--- config.mk ---
export PLATFORM = sky130hd
export DESIGN_NAME = vga_sync_gen_param
export DESIGN_NICKNAME = d
export VERILOG_FILES = /design/src/rtl/vga_sync_gen_param.sv
export SDC_FILE = /design/constraint.sdc
export NUM_CORES = 1
export LEC_CHECK = 0
export CAP_MARGIN = 15
export CORE_ASPECT_RATIO = 1.1
export CORE_MARGIN = 5
export CORE_UTILIZATION = 35
export DETAILED_ROUTE_END_ITERATION = 7
export GPL_TIMING_DRIVEN = 1
export PLACE_DENSITY = 0.59
export SLEW_MARGIN = 10
export SYNTH_ARGS = -nofsm -noshare
export SYNTH_HDL_FRONTEND = slang
export SYNTH_SLANG_ARGS = --single-unit
--- constraint.sdc ---
create_clock -name CLK -period 2 [get_ports CLK]
set_input_delay 0.3 -clock CLK [delete_from_list [all_inputs] [get_ports CLK]]
set_output_delay 0.3 -clock CLK [all_outputs]
set_load 0.05 [all_outputs]
--- src/rtl/vga_sync_gen_param.sv ---
`timescale 1ns/1ps
`default_nettype none
// ============================================================================
// Module   : vga_sync_gen_param
// Purpose  : Parametrised VGA timing generator with four registered pattern
//            modes; mode and colour are shadowed at frame boundaries.
// Revision : 1.0 - initial release
// ============================================================================
module vga_sync_gen_param #(
    parameter int CLK_DIV  = 2,
    parameter int H_ACTIVE = 640,
    parameter int H_FP     = 16,
    parameter int H_SYNC   = 96,
    parameter int H_BP     = 48,
    parameter int V_ACTIVE = 480,
    parameter int V_FP     = 10,
    parameter int V_SYNC   = 2,
    parameter int V_BP     = 33,
    parameter bit HS_POL   = 1'b0,
    parameter bit VS_POL   = 1'b0,
    parameter int BPC      = 1,
    parameter int CHK_LOG2 = 5,
    localparam int H_TOTAL = H_ACTIVE + H_FP + H_SYNC + H_BP,
    localparam int V_TOTAL = V_ACTIVE + V_FP + V_SYNC + V_BP,
    localparam int XW      = $clog2(H_TOTAL),
    localparam int YW      = $clog2(V_TOTAL),
    localparam int RGB_W   = 3 * BPC
) (
    input  logic             CLK,
    input  logic             RESET,
    input  logic [RGB_W-1:0] ctrl_rgb,
    input  logic [1:0]       ctrl_mode,
    output logic [RGB_W-1:0] graph_rgb,
    output logic             h_sync,
    output logic             v_sync,
    output logic             video_on,
    output logic [XW-1:0]    pixel_x,
    output logic [YW-1:0]    pixel_y,
    output logic             frame_start
);

    localparam logic [XW-1:0] H_MAX    = XW'(H_TOTAL - 1);
    localparam logic [XW-1:0] H_ACT_C  = XW'(H_ACTIVE);
    localparam logic [XW-1:0] H_LAST   = XW'(H_ACTIVE - 1);
    localparam logic [XW-1:0] HS_START = XW'(H_ACTIVE + H_FP);
    localparam logic [XW-1:0] HS_END   = XW'(H_ACTIVE + H_FP + H_SYNC);
    localparam logic [XW-1:0] BAR_W    = XW'(H_ACTIVE / 8);
    localparam logic [YW-1:0] V_MAX    = YW'(V_TOTAL - 1);
    localparam logic [YW-1:0] V_ACT_C  = YW'(V_ACTIVE);
    localparam logic [YW-1:0] V_LAST   = YW'(V_ACTIVE - 1);
    localparam logic [YW-1:0] VS_START = YW'(V_ACTIVE + V_FP);
    localparam logic [YW-1:0] VS_END   = YW'(V_ACTIVE + V_FP + V_SYNC);

    logic pix_tick;

    generate
        if (CLK_DIV == 1) begin : g_div_bypass
            assign pix_tick = 1'b1;
        end else begin : g_div
            localparam int            DW      = $clog2(CLK_DIV);
            localparam logic [DW-1:0] DIV_MAX = DW'(CLK_DIV - 1);

            logic [DW-1:0] div_cnt_q, div_cnt_d;

            assign pix_tick = (div_cnt_q == DIV_MAX);

            always_comb begin
                div_cnt_d = div_cnt_q + 1'b1;
                if (pix_tick) begin
                    div_cnt_d = '0;
                end
            end

            always_ff @(posedge CLK or negedge RESET) begin
                if (!RESET) begin
                    div_cnt_q <= '0;
                end else begin
                    div_cnt_q <= div_cnt_d;
                end
            end
        end
    endgenerate

    logic [XW-1:0]    h_cnt_q, h_cnt_d;
    logic [YW-1:0]    v_cnt_q, v_cnt_d;
    logic [1:0]       mode_q, mode_d;
    logic [RGB_W-1:0] color_q, color_d;
    logic [RGB_W-1:0] graph_rgb_q, graph_rgb_d;
    logic             h_sync_q, h_sync_d;
    logic             v_sync_q, v_sync_d;
    logic             video_on_q, video_on_d;
    logic [XW-1:0]    pixel_x_q, pixel_x_d;
    logic [YW-1:0]    pixel_y_q, pixel_y_d;
    logic             frame_start_q, frame_start_d;

    logic             origin;
    logic             active;
    logic             hs_act;
    logic             vs_act;
    logic             border;
    logic             chk_inv;
    logic [2:0]       bar_idx;
    logic [1:0]       eff_mode;
    logic [RGB_W-1:0] eff_rgb;
    logic [RGB_W-1:0] bar_rgb;
    logic [RGB_W-1:0] pix_rgb;

    always_comb begin
        h_cnt_d = h_cnt_q;
        v_cnt_d = v_cnt_q;
        if (pix_tick) begin
            if (h_cnt_q == H_MAX) begin
                h_cnt_d = '0;
                v_cnt_d = (v_cnt_q == V_MAX) ? '0 : v_cnt_q + 1'b1;
            end else begin
                h_cnt_d = h_cnt_q + 1'b1;
            end
        end
    end

    // Pixel (0,0) bypasses the shadows so a new frame starts with fresh controls.
    always_comb begin
        origin   = (h_cnt_q == '0) && (v_cnt_q == '0);
        eff_mode = origin ? ctrl_mode : mode_q;
        eff_rgb  = origin ? ctrl_rgb  : color_q;
        active   = (h_cnt_q < H_ACT_C) && (v_cnt_q < V_ACT_C);
        hs_act   = (h_cnt_q >= HS_START) && (h_cnt_q < HS_END);
        vs_act   = (v_cnt_q >= VS_START) && (v_cnt_q < VS_END);
        border   = (h_cnt_q == '0) || (h_cnt_q == H_LAST) ||
                   (v_cnt_q == '0) || (v_cnt_q == V_LAST);
        chk_inv  = h_cnt_q[CHK_LOG2] ^ v_cnt_q[CHK_LOG2];
        bar_idx  = 3'(h_cnt_q / BAR_W);
        bar_rgb  = {{BPC{bar_idx[2]}}, {BPC{bar_idx[1]}}, {BPC{bar_idx[0]}}};

        pix_rgb = '0;
        if (active) begin
            case (eff_mode)
                2'b00:   pix_rgb = eff_rgb;
                2'b01:   pix_rgb = bar_rgb;
                2'b10:   pix_rgb = chk_inv ? ~eff_rgb : eff_rgb;
                default: pix_rgb = border ? {RGB_W{1'b1}} : eff_rgb;
            endcase
        end
    end

    always_comb begin
        mode_d        = mode_q;
        color_d       = color_q;
        graph_rgb_d   = graph_rgb_q;
        h_sync_d      = h_sync_q;
        v_sync_d      = v_sync_q;
        video_on_d    = video_on_q;
        pixel_x_d     = pixel_x_q;
        pixel_y_d     = pixel_y_q;
        frame_start_d = pix_tick && origin;
        if (pix_tick) begin
            if (origin) begin
                mode_d  = ctrl_mode;
                color_d = ctrl_rgb;
            end
            graph_rgb_d = pix_rgb;
            h_sync_d    = hs_act ? HS_POL : ~HS_POL;
            v_sync_d    = vs_act ? VS_POL : ~VS_POL;
            video_on_d  = active;
            pixel_x_d   = h_cnt_q;
            pixel_y_d   = v_cnt_q;
        end
    end

    always_ff @(posedge CLK or negedge RESET) begin
        if (!RESET) begin
            h_cnt_q       <= '0;
            v_cnt_q       <= '0;
            mode_q        <= 2'b00;
            color_q       <= '0;
            graph_rgb_q   <= '0;
            h_sync_q      <= ~HS_POL;
            v_sync_q      <= ~VS_POL;
            video_on_q    <= 1'b0;
            pixel_x_q     <= '0;
            pixel_y_q     <= '0;
            frame_start_q <= 1'b0;
        end else begin
            h_cnt_q       <= h_cnt_d;
            v_cnt_q       <= v_cnt_d;
            mode_q        <= mode_d;
            color_q       <= color_d;
            graph_rgb_q   <= graph_rgb_d;
            h_sync_q      <= h_sync_d;
            v_sync_q      <= v_sync_d;
            video_on_q    <= video_on_d;
            pixel_x_q     <= pixel_x_d;
            pixel_y_q     <= pixel_y_d;
            frame_start_q <= frame_start_d;
        end
    end

    assign graph_rgb   = graph_rgb_q;
    assign h_sync      = h_sync_q;
    assign v_sync      = v_sync_q;
    assign video_on    = video_on_q;
    assign pixel_x     = pixel_x_q;
    assign pixel_y     = pixel_y_q;
    assign frame_start = frame_start_q;

endmodule
`default_nettype wire

==> results of run 1 <==
-- cells by family (layout without fill, tap and decap cells) --
kind of cell / Yosys count / after routing / share of synthesized area
AND/OR/NAND/NOR: 86 / 86 / 0.178
flip-flops: 53 / 53 / 0.471
AO/OA/AOI/OAI: 46 / 46 / 0.103
buffers and inverters: 35 / 108 / 0.0563
multiplexers: 31 / 31 / 0.121
XOR/XNOR: 16 / 16 / 0.0497
adder cells (fa/ha/maj): 5 / 5 / 0.0213
-- metal layers --
| layer | global-route usage | routed length [um] | vias up |
|---|---|---|---|
| li1 | - | - | 1115 |
| met1 | 0.210 | 3360 | 1152 |
| met2 | 0.227 | 3310 | 51 |
| met3 | 0.0217 | 258 | 5 |
| met4 | 0.0427 | 89 | 0 |
| met5 | 0 | 0 | - |
-- how the worst max path moves through the flow --
| stage | from | end | slack (ns) | cells after the start |
|---|---|---|---|---|
| after CTS | v_cnt_q[1] | graph_rgb[1] | 0.002 | 9 |
| after global placement | h_cnt_q[0] | v_cnt_q[9] | 0.002 | 7 |
| after detailed placement | h_cnt_q[0] | graph_rgb[1] | -0.03 | 9 |
| final | h_cnt_q[0] | graph_rgb[1] | 0.06 | 9 |
| after global routing | v_cnt_q[0] | graph_rgb[1] | -0.07 | 9 |
| after floorplan | v_cnt_q[1] | graph_rgb[0] | 0.02 | 9 |
-- flip-flops by register name, indices dropped and copies added, names as in the netlist --
register         count
v_cnt_q             10
video_on             1
color_q              3
graph_rgb            3
pixel_x             10
g_div.div_cnt_q      1
frame_start          1
h_sync               1
v_sync               1
h_cnt_q             10
mode_q               2
pixel_y             10
-- cell usage after synthesis (4+ instances only) --
cell type and n:
xor2_1 8, o31ai_1 4, dfrtp_1 51, xnor2_1 8
nor4_1 4, a21oi_1 11, buf_2 4, nor2b_1 4
mux2i_1 7, nor3_1 10, nand3_1 13, inv_1 15
clkbuf_1 9, nor2_1 13, ha_1 4, mux2_2 24
nand2_1 12, o21ai_0 14, nand4_1 6
-- worst max-delay path: cells and delay by family, from the launching register on --
kind                     cells  cell delay [ns]
buffers and inverters        2             0.24
flip-flops                   1             0.42
multiplexers                 1             0.20
AND/OR/NAND/NOR              3             0.47
adder cells (fa/ha/maj)      1             0.13
AO/OA/AOI/OAI                2             0.37
-- what timing repair did --
item / 4_1_cts / 5_1_grt
buffers inserted: 0 / 5
setup endpoints to repair: 4 / 9
pin swaps: 2 / 8
endpoints found under the hold margin: 18 / 0
hold buffers: 1 / 0
resized for setup: 5 / 23
-- power groups by stage --
stage          combinational [W]  clock, W  sequential (W)
2_1_floorplan          0.0000261         0         0.00113
3_3_place_gp           0.0000989         0         0.00111
3_5_place_dp           0.0000991         0         0.00111
4_1_cts                 0.000101  0.000768         0.00109
5_1_grt                 0.000112  0.000812         0.00109
6_report                0.000101  0.000741         0.00109
-- final cells by class --
| cell class | instances | area, um^2 | share of cell area |
|---|---|---|---|
| flip-flops and latches | 53 | 1330 | 0.348 |
| well taps | 108 | 135 | 0.0354 |
| clock buffers | 6 | 72.6 | 0.0190 |
| repair buffers | 85 | 738 | 0.193 |
| multi-input cells | 184 | 1450 | 0.380 |
| clock inverters | 2 | 38.8 | 0.0101 |
| inverters | 15 | 56.3 | 0.0147 |
-- stage by stage --
stage | instances | area [um^2] | util
floorplan | 272 | 2820 | -
global placement | 439 | 3530 | 0.449
detailed placement | 439 | 3530 | 0.449
CTS | 448 | 3680 | 0.468
global route | 453 | 3820 | 0.486
finish | 453 | 3820 | 0.486
==> metrics.md, run 1 <==
| Metric | Value |
|---|---|
| CP arrival | `2.15 ns` |
| Pin count of the biggest net entering global routing | `36` |
| Slowest cell on the critical path | `dfrtp_1` |
| Worst ir drop on vdd | `0.298 mV` |
| Synth area leader | `dfrtp_1` |
| Net switching power | `about 0.00043 W` |
| FF-to-FF path depth | `9` |
| DPL Wire Length | `4.96 mm` |
| Hold crit path type | `input pin to async pin` |
| Slew Limit Fails | `0` |
| Relative slew slack | `0.659` |
| Count of clock tree sinks | `53` |
| Final min period | `1.94 ns` |
| Clk buf depth | `2` |
| Kind of critical path | `register to register` |
| Layout cells sized above 1 | `0.330` |
| Max-cap check violation count | `0` |
| Die span in x | `around 96 um` |
| Pint | `0.00150 W` |
| FF-to-FF Start | `h_cnt_q[0]` |
| Avg Cell Area, Syn | `10.4 um^2` |
| Clk root buf | `clkbuf_8` |
| Routed Antenna Nets | `0` |
| Worst Path Required | `2.21 ns` |
| Sw Share | `0.224` |
| Vias in the first global route | `2321` |
| Worst slack, placed | `-0.0335 ns` |
| CP peak stage delay | `0.42 ns` |
| Hold slack final | `0.474 ns` |
| PortBufs | `33` |
| CTS tree | `built` |
| Post-Syn Area | `0.00282 mm^2` |
| GRT Overall Usage | `0.146` |
| Worst-Skew Late Latency | `0.31 ns` |
| PwrDens | `about 510 mW/mm^2` |
| Die Y | `around 100 um` |
| Ant diodes | `0` |
| Post-synth EDFFs | `0` |
| Die area | `0.00995 mm^2` |
| Worst-Margin Slew | `just over 0.5 ns` |
| P_leak | `1.71 nW` |
| Final Wtd Congestion | `0.813` |
| Final worst-path cycle share | `0.972` |
| Core ar. | `0.00787 mm^2` |
| Net Count, Synth | `283` |
| Combinational share of power | `0.052` |
| Filler Cell Count | `734` |
| CP cell instances | `inv_2 -> ha_4 -> nor4b_4 -> nand3_2 -> nor2_4 -> buf_6 -> mux2i_1 -> a21oi_1 -> a32o_2` |
| Post-synthesis register bit count | `53` |
| Clk network pwr share | `0.384` |
| Total grt overflow | `0` |
| IO Pins | `34` |
| Via density | `roughly 5.1` |
| Commonest non-fill, non-tap cell in the layout | `dfrtp_1` |
| H-tree depth | `2` |
| Clock transition at the registers of the reported paths | `about 0.1 ns` |
| # rows | `34` |
| DRC errors left | `0` |
| Crit path capture type | `register` |
| Reg2Reg Capture Point | `graph_rgb[1]` |
| DRT iter0 DRCs | `96` |
| Initial Utilization | `0.358` |
| Flop pwr share | `0.564` |
| Worst-path fanout max | `7` |
| Initial antenna violation count | `0` |
| Mean routed wirelength per cell | `15.5 um` |
| Area growth syn-to-layout | `35.5%` |
| RSZ-0062 raised after global routing | `true` |
| Design Power | `0.00193 W` |
| Setup violations, final | `0` |
| Top cell type's share of synthesized area | `0.453` |
| Sequential share of the synthesized area | `0.471` |
| Post-route setup TNS | `0 ns` |
| First-pass GRT wire length | `11.6 mm` |
| Routed WL | `7.01 mm` |
| Nets | `355` |
| Fmax | `between 0.5 and 0.6 GHz` |
| Synth area leaders | `dfrtp_1 45%, mux2_2 9.6%, mux2i_1 2.5%, o21ai_0 2.5%, xnor2_1 2.5%` |
| Main flop type after synthesis | `dfrtp_1` |
| Final WS setup | `approximately 0.057 ns` |
| Syn Inst Count | `272` |
| Crit start category | `register` |
| Final worst clock skew | `roughly 0.0067 ns` |
| Status | `complete, no violations` |
| Ys async rst share | `1.00` |
| Most frequent cells in the layout | `51 x dfrtp_1, 49 x buf_4, 30 x clkdlybuf4s50_1` |
| Final hold vios | `0` |
| Netlist cell types | `54` |
| Total number of yosys warnings | `0` |
| Reg2reg setup slack | `0.06 ns` |
| Inserted Clock Buffers | `5` |
| Routed via count | `2323` |
| Drt pass-1 iters | `4` |
(Power assumes the default switching activity.)
==> inputs of run 2 (changes only) <==
--- a/config.mk
+++ b/config.mk
@@ -8,10 +8,10 @@
 export CAP_MARGIN = 15
 export CORE_ASPECT_RATIO = 1.1
 export CORE_MARGIN = 5
-export CORE_UTILIZATION = 35
+export CORE_UTILIZATION = 50
 export DETAILED_ROUTE_END_ITERATION = 7
 export GPL_TIMING_DRIVEN = 1
-export PLACE_DENSITY = 0.59
+export PLACE_DENSITY = 0.79
 export SLEW_MARGIN = 10
 export SYNTH_ARGS = -nofsm -noshare
 export SYNTH_HDL_FRONTEND = slang
==> run 2 against run 1 <==
The run now ends with hold timing left. Non-clock buffer count fell by 3. Design area fell by 2.9%. Die area fell by 27%. Register-to-register slack barely moved. Sequential power barely moved. Flip-flop and latch count did not move. Combinational power barely moved. Hold slack got worse by 0.49 ns. Final cell count fell by 7.9%. Wire length fell by 3.0%. Clock skew barely moved.
==> metrics.md, run 2 (synthesis results as in run 1) <==
| Metric | Value |
|---|---|
| Fin cells | `417` |
| Worst-Margin Slew | `0.621 ns` |
| Final Wtd Congestion | `0.878` |
| Crit path capture type | `output port` |
| FF-to-FF Start | `h_cnt_q[1]` |
| Placed Area | `0.00350 mm^2` |
| Final worst-path cycle share | `0.977` |
| Filler Cell Count | `around 400` |
| FF-to-FF path depth | `7` |
| Slew Limit Fails | `0` |
| Worst-Skew Late Latency | `slightly above 0.3 ns` |
| CTS tree | `built` |
| Register area | `roughly 0.0013 mm^2` |
| # rows | `28` |
| Failing checks | `hold timing` |
| Count of clock tree sinks | `53` |
| Total grt overflow | `0` |
| IO Pins | `34` |
| Reg2reg setup slack | `0.06 ns` |
| Worst-path fanout max | `2` |
| Worst Path Required | `1.70 ns` |
| Post-route cell area | `0.00371 mm^2` |
| Routed WL | `6.80 mm` |
| Layout cells sized above 1 | `0.313` |
| Worst ir drop on vdd | `0.327 mV` |
| Area of the multi-input gates | `0.00142 mm^2` |
| Hold crit path type | `input pin to async pin` |
| Core ar. | `0.00543 mm^2` |
| Vias in the first global route | `between 2000 and 2500` |
| CP cell instances | `clkdlybuf4s50_1` |
| Final worst clock skew | `0.00717 ns` |
| CP delay by family, top | `buffers and inverters` |
| Fmax | `0.512 GHz` |
| Routed Antenna Nets | `0` |
| Placed Cells incl. Taps | `approximately 410` |
| Nets | `approximately 350` |
| First-pass GRT wire length | `11.3 mm` |
| Relative slew slack | `0.586` |
| Die Y | `88.8 um` |
| Crit start category | `register` |
| Routed via count | `around 2400` |
| Slowest cell on the critical path | `clkdlybuf4s50_1` |
| CP peak stage delay | `roughly 0.8 ns` |
| DPL Wire Length | `4.86 mm` |
| CP bufs+invs | `1` |
| GRT Overall Usage | `0.202` |
| DRT iter0 DRCs | `195` |
| Clock transition at the registers of the reported paths | `0.10 ns` |
| Most frequent cells in the layout | `49 x dfrtp_1, 46 x buf_4, 31 x clkdlybuf4s50_1` |
| Drt pass-1 iters | `4` |
| Final min period | `1.95 ns` |
| Status | `finished with violations` |
| Reg2Reg Capture Point | `v_cnt_q[9]` |
| Die area | `0.00724 mm^2` |
| Kind of critical path | `register to output port` |
| CP arrival | `1.65 ns` |
| Inserted Clock Buffers | `5` |
| Final hold vios | `21` |
| Commonest non-fill, non-tap cell in the layout | `dfrtp_1` |
| Design Power | `about 0.0018 W` |
| PortBufs | `33` |
| Pin count of the biggest net entering global routing | `26` |
| Max-cap check violation count | `0` |
| Area growth syn-to-layout | `31.6%` |
| Ant diodes | `0` |
| DRC errors left | `0` |
| Initial Utilization | `0.519` |
| PwrDens | `486 mW/mm^2` |
| Setup violations, final | `0` |
| Initial antenna violation count | `0` |
| Mean routed wirelength per cell | `between 15 and 20 um` |
| H-tree depth | `2` |
| Die span in x | `a little over 80 um` |
| Clk buf depth | `2` |
| Hold slack final | `-0.0131 ns` |
| P_leak | `1.67 nW` |
| Via density | `5.70` |
| Hold-fix buffers, CTS | `0` |
| Clk root buf | `clkbuf_8` |
| RSZ-0062 raised after global routing | `true` |
==> run 2: cell types whose count changed in the layout (fill, tap and decap cells not counted), moves of 2 or more <==
cell and delta:
nor3_2 -2, dfrtp_2 +2, dfrtp_1 -2, buf_4 -3, ha_2 -2, ha_1 +2
clkinvlp_4 +2, nor3_1 +2
==> run 2: routing by layer <==
metal	wire (um)	GRT usage	vias to the layer above
met5	0	0	-
met4	109	0.0589	0
met3	394	0.0377	12
met2	3310	0.330	95
met1	2980	0.274	1157
li1	-	-	1111
==> run 2: cell type report <==
class,count,area share
Inverter,15,0.0152
Multi-Input combinational cell,184,0.382
Clock buffer,6,0.0196
Timing Repair Buffer,82,0.195
Sequential cell,53,0.359
Tap cell,75,0.0253
Clock inverter,2,0.00405
==> run 2: power breakdown <==
| part | internal [W] | total (W) | switching [W] |
|---|---|---|---|
| Combinational | 0.0000402 | 0.0000986 | 0.0000584 |
| Clock | 0.000248 | 0.000615 | 0.000368 |
| Sequential | 0.00108 | 0.00109 | 0.00000987 |
| Total | 0.00137 | 0.00180 | 0.000436 |
==> run 2: worst max-delay path by stage <==
stage          startpoint            to  depth (start not counted)
4_1_cts        h_cnt_q[1]    v_cnt_q[9]                          7
6_report           v_sync        v_sync                          1
5_1_grt        h_cnt_q[0]  graph_rgb[1]                          9
3_3_place_gp   h_cnt_q[0]  graph_rgb[1]                          9
3_5_place_dp   h_cnt_q[0]  graph_rgb[1]                          9
2_1_floorplan  v_cnt_q[1]  graph_rgb[0]                          9
==> run 2: metrics by stage <==
| step | utilization | hold WS, ns | TNS [ns] | setup WS, ns |
|---|---|---|---|---|
| 2_1_floorplan | - | 0.00441 | 0 | 0.0193 |
| 3_3_place_gp | 0.645 | 0.338 | -0.0584 | -0.0236 |
| 3_5_place_dp | 0.645 | 0.347 | -0.299 | -0.108 |
| 4_1_cts | 0.666 | 0.00272 | 0 | 0.00000711 |
| 5_1_grt | 0.683 | 0.0207 | -0.364 | -0.0632 |
| 6_report | 0.683 | -0.0131 | 0 | 0.0459 |
==> run 2: timing repair <==
| action | in CTS | in global routing |
|---|---|---|
| cloned | 0 | 0 |
| buffers inserted | 0 | 3 |
| pin swaps | 2 | 8 |
| setup endpoints to repair | 5 | 12 |
| resized for setup | 5 | 16 |
